File: src/rtl/uart_full_duplex_unit.sv
// Full-duplex 8-bit UART: start, 8 data bits LSB first, parity, stop.
// Independent TX and RX state machines share one clock and reset.
module uart_full_duplex_unit #(
  parameter int unsigned CLKS_PER_BIT = 16,
  parameter int unsigned PARITY_ODD   = 0
) (
  input  logic       clk,
  input  logic       rst,
  input  logic       rx,
  input  logic       rx_data_clf,
  output logic [7:0] Rx_Data_w,
  output logic       parity_error,
  output logic       in_save_data_bits_w,
  output logic [2:0] Rx_state_out,
  input  logic       tx_send,
  input  logic       tx_send_en,
  input  logic       tx_data_en,
  input  logic [7:0] Tx_Data,
  output logic       tx,
  output logic       tx_send_w,
  output logic [2:0] Tx_state_out
);

  localparam int unsigned CW = (CLKS_PER_BIT > 1) ? $clog2(CLKS_PER_BIT) : 1;
  localparam logic [CW-1:0] BIT_END  = CW'(CLKS_PER_BIT - 1);
  localparam logic [CW-1:0] HALF_END = CW'(CLKS_PER_BIT / 2 - 1);
  localparam logic PAR_INV = (PARITY_ODD != 0);

  typedef enum logic [2:0] {
    RX_IDLE = 3'd0, RX_START = 3'd1, RX_DATA = 3'd2,
    RX_PARITY = 3'd3, RX_STOP = 3'd4, RX_SAVE = 3'd5
  } rx_state_t;

  typedef enum logic [2:0] {
    TX_IDLE = 3'd0, TX_START = 3'd1, TX_DATA = 3'd2,
    TX_PARITY = 3'd3, TX_STOP = 3'd4
  } tx_state_t;

  // ---------------- Transmitter ----------------
  tx_state_t     tx_state_q, tx_state_d;
  logic [CW-1:0] tx_cnt_q, tx_cnt_d;
  logic [2:0]    tx_idx_q, tx_idx_d;
  logic [2:0]    tx_idx_nxt;
  logic [7:0]    tx_hold_q, tx_hold_d;
  logic          tx_q, tx_d;

  // TX state register, bit timer, holding register and registered pin
  always_ff @(posedge clk) begin
    if (rst) begin
      tx_state_q <= TX_IDLE;
      tx_cnt_q   <= '0;
      tx_idx_q   <= '0;
      tx_hold_q  <= '0;
      tx_q       <= 1'b1;
    end else begin
      tx_state_q <= tx_state_d;
      tx_cnt_q   <= tx_cnt_d;
      tx_idx_q   <= tx_idx_d;
      tx_hold_q  <= tx_hold_d;
      tx_q       <= tx_d;
    end
  end

  // TX next state; the pin value is computed for the state being entered so
  // that tx changes on the same edge as Tx_state_out.
  always_comb begin
    tx_state_d = tx_state_q;
    tx_cnt_d   = tx_cnt_q;
    tx_idx_d   = tx_idx_q;
    tx_hold_d  = tx_hold_q;
    tx_d       = tx_q;
    tx_idx_nxt = tx_idx_q + 3'd1;
    case (tx_state_q)
      TX_IDLE: begin
        tx_d = 1'b1;
        if (tx_data_en) tx_hold_d = Tx_Data;
        if (tx_send && tx_send_en) begin
          tx_state_d = TX_START;
          tx_cnt_d   = '0;
          tx_d       = 1'b0;
        end
      end
      TX_START: begin
        if (tx_cnt_q == BIT_END) begin
          tx_cnt_d   = '0;
          tx_idx_d   = '0;
          tx_state_d = TX_DATA;
          tx_d       = tx_hold_q[0];
        end else begin
          tx_cnt_d = tx_cnt_q + 1'b1;
        end
      end
      TX_DATA: begin
        if (tx_cnt_q == BIT_END) begin
          tx_cnt_d = '0;
          if (tx_idx_q == 3'd7) begin
            tx_state_d = TX_PARITY;
            tx_d       = (^tx_hold_q) ^ PAR_INV;
          end else begin
            tx_idx_d = tx_idx_nxt;
            tx_d     = tx_hold_q[tx_idx_nxt];
          end
        end else begin
          tx_cnt_d = tx_cnt_q + 1'b1;
        end
      end
      TX_PARITY: begin
        if (tx_cnt_q == BIT_END) begin
          tx_cnt_d   = '0;
          tx_state_d = TX_STOP;
          tx_d       = 1'b1;
        end else begin
          tx_cnt_d = tx_cnt_q + 1'b1;
        end
      end
      TX_STOP: begin
        if (tx_cnt_q == BIT_END) begin
          tx_cnt_d   = '0;
          tx_state_d = TX_IDLE;
          tx_d       = 1'b1;
        end else begin
          tx_cnt_d = tx_cnt_q + 1'b1;
        end
      end
      default: begin
        tx_state_d = TX_IDLE;
        tx_d       = 1'b1;
      end
    endcase
  end

  assign tx           = tx_q;
  assign tx_send_w    = (tx_state_q == TX_STOP);
  assign Tx_state_out = tx_state_q;

  // ---------------- Receiver ----------------
  rx_state_t     rx_state_q, rx_state_d;
  logic [CW-1:0] rx_cnt_q, rx_cnt_d;
  logic [2:0]    rx_idx_q, rx_idx_d;
  logic [7:0]    rx_shift_q, rx_shift_d;
  logic          rx_par_q, rx_par_d;
  logic [7:0]    rx_data_q, rx_data_d;
  logic          rx_perr_q, rx_perr_d;
  logic          rx_meta_q, rx_meta_d;
  logic          rx_sync_q, rx_sync_d;

  // RX synchronizer, state register, sampling timer and result registers
  always_ff @(posedge clk) begin
    if (rst) begin
      rx_meta_q  <= 1'b1;
      rx_sync_q  <= 1'b1;
      rx_state_q <= RX_IDLE;
      rx_cnt_q   <= '0;
      rx_idx_q   <= '0;
      rx_shift_q <= '0;
      rx_par_q   <= 1'b0;
      rx_data_q  <= '0;
      rx_perr_q  <= 1'b0;
    end else begin
      rx_meta_q  <= rx_meta_d;
      rx_sync_q  <= rx_sync_d;
      rx_state_q <= rx_state_d;
      rx_cnt_q   <= rx_cnt_d;
      rx_idx_q   <= rx_idx_d;
      rx_shift_q <= rx_shift_d;
      rx_par_q   <= rx_par_d;
      rx_data_q  <= rx_data_d;
      rx_perr_q  <= rx_perr_d;
    end
  end

  // RX next state; the clear request is applied first so SAVE overrides it.
  always_comb begin
    rx_meta_d  = rx;
    rx_sync_d  = rx_meta_q;
    rx_state_d = rx_state_q;
    rx_cnt_d   = rx_cnt_q;
    rx_idx_d   = rx_idx_q;
    rx_shift_d = rx_shift_q;
    rx_par_d   = rx_par_q;
    rx_data_d  = rx_data_q;
    rx_perr_d  = rx_perr_q;
    if (rx_data_clf) begin
      rx_data_d = '0;
      rx_perr_d = 1'b0;
    end
    case (rx_state_q)
      RX_IDLE: begin
        rx_cnt_d = '0;
        if (!rx_sync_q) rx_state_d = RX_START;
      end
      RX_START: begin
        if (rx_cnt_q == HALF_END) begin
          rx_cnt_d   = '0;
          rx_idx_d   = '0;
          rx_state_d = rx_sync_q ? RX_IDLE : RX_DATA;
        end else begin
          rx_cnt_d = rx_cnt_q + 1'b1;
        end
      end
      RX_DATA: begin
        if (rx_cnt_q == BIT_END) begin
          rx_cnt_d   = '0;
          rx_shift_d = {rx_sync_q, rx_shift_q[7:1]};
          if (rx_idx_q == 3'd7) rx_state_d = RX_PARITY;
          else                  rx_idx_d   = rx_idx_q + 3'd1;
        end else begin
          rx_cnt_d = rx_cnt_q + 1'b1;
        end
      end
      RX_PARITY: begin
        if (rx_cnt_q == BIT_END) begin
          rx_cnt_d   = '0;
          rx_par_d   = rx_sync_q;
          rx_state_d = RX_STOP;
        end else begin
          rx_cnt_d = rx_cnt_q + 1'b1;
        end
      end
      RX_STOP: begin
        if (rx_cnt_q == BIT_END) begin
          rx_cnt_d   = '0;
          rx_state_d = RX_SAVE;
        end else begin
          rx_cnt_d = rx_cnt_q + 1'b1;
        end
      end
      RX_SAVE: begin
        rx_data_d  = rx_shift_q;
        rx_perr_d  = rx_par_q != ((^rx_shift_q) ^ PAR_INV);
        rx_state_d = RX_IDLE;
      end
      default: rx_state_d = RX_IDLE;
    endcase
  end

  assign Rx_Data_w           = rx_data_q;
  assign parity_error        = rx_perr_q;
  assign in_save_data_bits_w = (rx_state_q == RX_SAVE);
  assign Rx_state_out        = rx_state_q;

endmodule

File: config.mk
export PLATFORM = sky130hd
export DESIGN_NAME = uart_full_duplex_unit
export DESIGN_NICKNAME = d
export VERILOG_FILES = /design/src/rtl/uart_full_duplex_unit.sv
export SDC_FILE = /design/constraint.sdc
export NUM_CORES = 1
export LEC_CHECK = 0
export ABC_AREA = 1
export CAP_MARGIN = 15
export CORE_MARGIN = 2
export CORE_UTILIZATION = 60
export DETAILED_ROUTE_END_ITERATION = 10
export DONT_BUFFER_PORTS = 1
export PLACE_DENSITY_LB_ADDON = 0.1
export SYNTH_ARGS = -nofsm -noshare
export SYNTH_HDL_FRONTEND = slang
export SYNTH_SLANG_ARGS = --single-unit
export TNS_END_PERCENT = 30
File: constraint.sdc
create_clock -name clk -period 2.4 [get_ports clk]
set_clock_uncertainty 0.05 [all_clocks]
set_input_delay 0.36 -clock clk [delete_from_list [all_inputs] [get_ports clk]]
set_output_delay 0.36 -clock clk [all_outputs]
set_load 0.01 [all_outputs]
==> metrics.md <==
| Metric | Value |
|---|---|
| Layout overhead on the synthesized area | 4.79% |
| RR Endpoint | rx_idx_q[2] |
| RR Startpoint | rx_cnt_q[0] |
| Syn_nets | 401 |
| Antenna violations before repair | 0 |
| Pleak | 1.23 nW |
| Cells after Synth | 379 |
| Setup crit end kind | output pin |
| Worst-path maximum fanout | 11 |
| # placed instances | roughly 420 |
| Slew margin rel. | 0.582 |
| CTS Buf Count | 5 |
| Fraction of final layout cells sized beyond drive strength 1 | 0.0526 |
| WP data arrival | 1.36 ns |
| Flops & latches, synth | ~50 |
| DIE AREA | 4710 µm² |
| Final Hold Violating Endpoints | 0 |
| Post-cts resize count | 0 |
| Vias in the first global route | ~1.9k |
| Period utilisation layout | 0.737 |
| Final setup fails | 0 |
| RSZ-0062 raised after global routing | no |
| Non-Filler Instances | between 400 and 500 |
| All-Layer GR Usage | 0.211 |
| Max Cap Viol | 0 |
| Total negative slack | 0 ns |
| Hpwl dp | 3490 µm |
| Path depth of the worst reg2reg path | 7 |
| CP startpoint kind | register |
| Status | finished clean |
| Fillers | 378 |
| Num ports | 33 |
| Die X | 68.6 µm |
| Multi-input logic area | 1300 µm² |
| Routed via count | 2247 |
| Clock slew seen by the registers of the worst setup and hold paths | 0.09 ns |
| Fmax | 566 MHz |
| Crit path launch | Rx_state_out[0] |
| Core ar. | 4000 µm² |
| Clk_lat worst skew | 0.29 ns |
| First-pass GRT wire length | 7600 µm |
| Worst setup path category | reg2out |
| Reg area | 981 µm² |
| Post-CTS Hold Fix Bufs | 0 |
| Per-cell routed wire length | 10.8 µm |
| DRC viols | 0 |
| Gpl congestion | 0.812 |
| Max IR drop VDD | 0.000557 V |
| Net total in the final layout | 401 |
| Die Ht | around 69 µm |
| Pwr dens | 828 nW/µm² |
| Post-synth cell types | 28 |
| YS warnings | 0 |
| R2R setup slack | 0.64 ns |
| Initial DRC count | 70 |
| Initial Utilization | 0.627 |
| Total Routed Length | ~4700 µm |
| Crit path time final | 1.77 ns |
| Clock Tree Buf Depth | 2 |
| Cell row count | 23 |
| Drt first pass iters | 4 |
| DRT antenna net count | 0 |
| Vias per cell | 5.23 |
| Max Slew Vio Count | 0 |
| Antenna Cells | 0 |
| Clk sinks | 49 |
| Seq/Total Area, Yosys | 0.391 |
| Post-Syn Area | ~2500 µm² |
| Total grt overflow | 0 |
| Buffers on Ports | 0 |
| Largest net degree at the start of global routing | 28 |
| Setup bufs post-CTS | 0 |
| Avg Cell Area, Syn | 6.62 µm² |
| CTS root buf | clkbuf_8 |
| H-tree lvl count | 2 |
| Min-Delay Path Class | in2reg |
| Worst slew pin tran | 0.626 ns |
| CTS tree | done |
| Worst setup endpoint | in_save_data_bits_w |
| WP data required | 1.99 ns |
-- synthesized netlist by cell type --
master | instances | area (µm²)
nand4_1 | 2 | 12.5
o21ai_2 | 1 | 8.76
a32oi_1 | 1 | 8.76
or2_1 | 1 | 6.26
inv_1 | 50 | 188
nor2_1 | 27 | 101
xor2_1 | 3 | 26.3
nor4_1 | 1 | 6.26
nor2_2 | 2 | 12.5
o211ai_1 | 3 | 22.5
buf_4 | 1 | 7.51
nand3b_1 | 1 | 7.51
o221a_2 | 1 | 11.3
clkbuf_1 | 5 | 18.8
clkinv_1 | 1 | 3.75
a21oi_1 | 41 | 205
nor3_2 | 1 | 10.0
buf_2 | 2 | 10.0
or2_2 | 4 | 25.0
dfxtp_1 | 49 | 981
o21ai_0 | 27 | 135
ha_1 | 7 | 87.6
nand2_1 | 122 | 458
nand3_2 | 2 | 20.0
xnor2_1 | 3 | 26.3
a211oi_1 | 1 | 7.51
nand3_1 | 18 | 90.1
nor3_1 | 2 | 10.0
-- sequential cells by signal, summed over array words and instances (netlist names), 3 cells and up --
| signal | flops |
|---|---|
| Rx_Data_w | 8 |
| rx_shift_q | 8 |
| tx_hold_q | 8 |
| rx_cnt_q | 4 |
| tx_cnt_q | 4 |
| Rx_state_out | 3 |
| Tx_state_out | 3 |
| rx_idx_q | 3 |
| tx_idx_q | 3 |
-- layer usage --
metal	routed length (µm)	up-vias	part of all wire	track usage
met3	235	0	0.050	0.0601
met4	0	0	0	0.0525
met5	0	-	0	0
met2	2260	45	0.48	0.361
met1	2160	992	0.46	0.259
li1	-	1210	-	-
-- logic make-up (layout without fill, tap and decap cells) --
logic type	after synthesis	after routing	synth area share
and+or+nand+nor	183	183	0.303
AOI/OAI and AO/OA	75	75	0.159
adders and majority gates	7	7	0.0349
DFF	49	49	0.391
xor gates and xnor gates	6	6	0.0210
buffers and inverters	59	60	0.0908
-- power breakdown --
group | internal [W] | switching [W]
clock network | 0.000202 | 0.000265
registers | 0.000904 | 0.000114
logic | 0.000241 | 0.000451
-- worst min-delay path by stage --
stage	startpoint	end	slack [ns]	depth (start not counted)
3_3_place_gp	rx_meta_q	rx_sync_q	0.35	1
3_5_place_dp	rx_meta_q	rx_sync_q	0.35	1
5_1_grt	rst	rx_idx_q[2]	0.05	1
6_report	rst	tx_idx_q[2]	0.07	1
2_1_floorplan	rx_meta_q	rx_sync_q	0.34	1
4_1_cts	rst	tx_idx_q[2]	0.06	1
-- worst max-delay path, cell delays in order (launching register included) --
cell	delay [ns]
dfxtp_1	0.46
inv_1	0.14
nor3_1	0.24
buf_4	0.23
-- cell type report --
class	instances	share of cell area
Tap cell	50	0.0238
Clock buffer	5	0.0262
Multi-Input combinational cell	271	0.494
Inverter	51	0.0729
Timing Repair Buffer	1	0.00286
Sequential cell	49	0.373
Clock inverter	3	0.00667
-- stage by stage --
stage / area (µm²) / util / power [W] / hold slack, ns / worst slack (ns)
finish: 2630 / 0.657 / 0.00218 / 0.0739 / 0.632
global route: 2630 / 0.657 / 0.00236 / 0.0524 / 0.408
CTS: 2630 / 0.657 / 0.00219 / 0.0639 / 0.603
detailed placement: 2540 / 0.635 / 0.00173 / 0.351 / 0.662
global placement: 2540 / 0.635 / 0.00171 / 0.348 / 0.705
floorplan: 2510 / - / 0.00159 / 0.339 / 0.990
-- cells in the final DEF, fill, tap and decap left out, types with 3 or more instances in the layout --
| master | n |
|---|---|
| xor2_1 | 3 |
| a21oi_1 | 41 |
| o211ai_1 | 3 |
| nor2_1 | 27 |
| dfxtp_1 | 49 |
| inv_1 | 50 |
| ha_1 | 7 |
| clkbuf_8 | 5 |
| o21ai_0 | 27 |
| nand3_1 | 18 |
| or2_2 | 4 |
| nand2_1 | 122 |
| xnor2_1 | 3 |
Power figures use the tool's default switching activity.
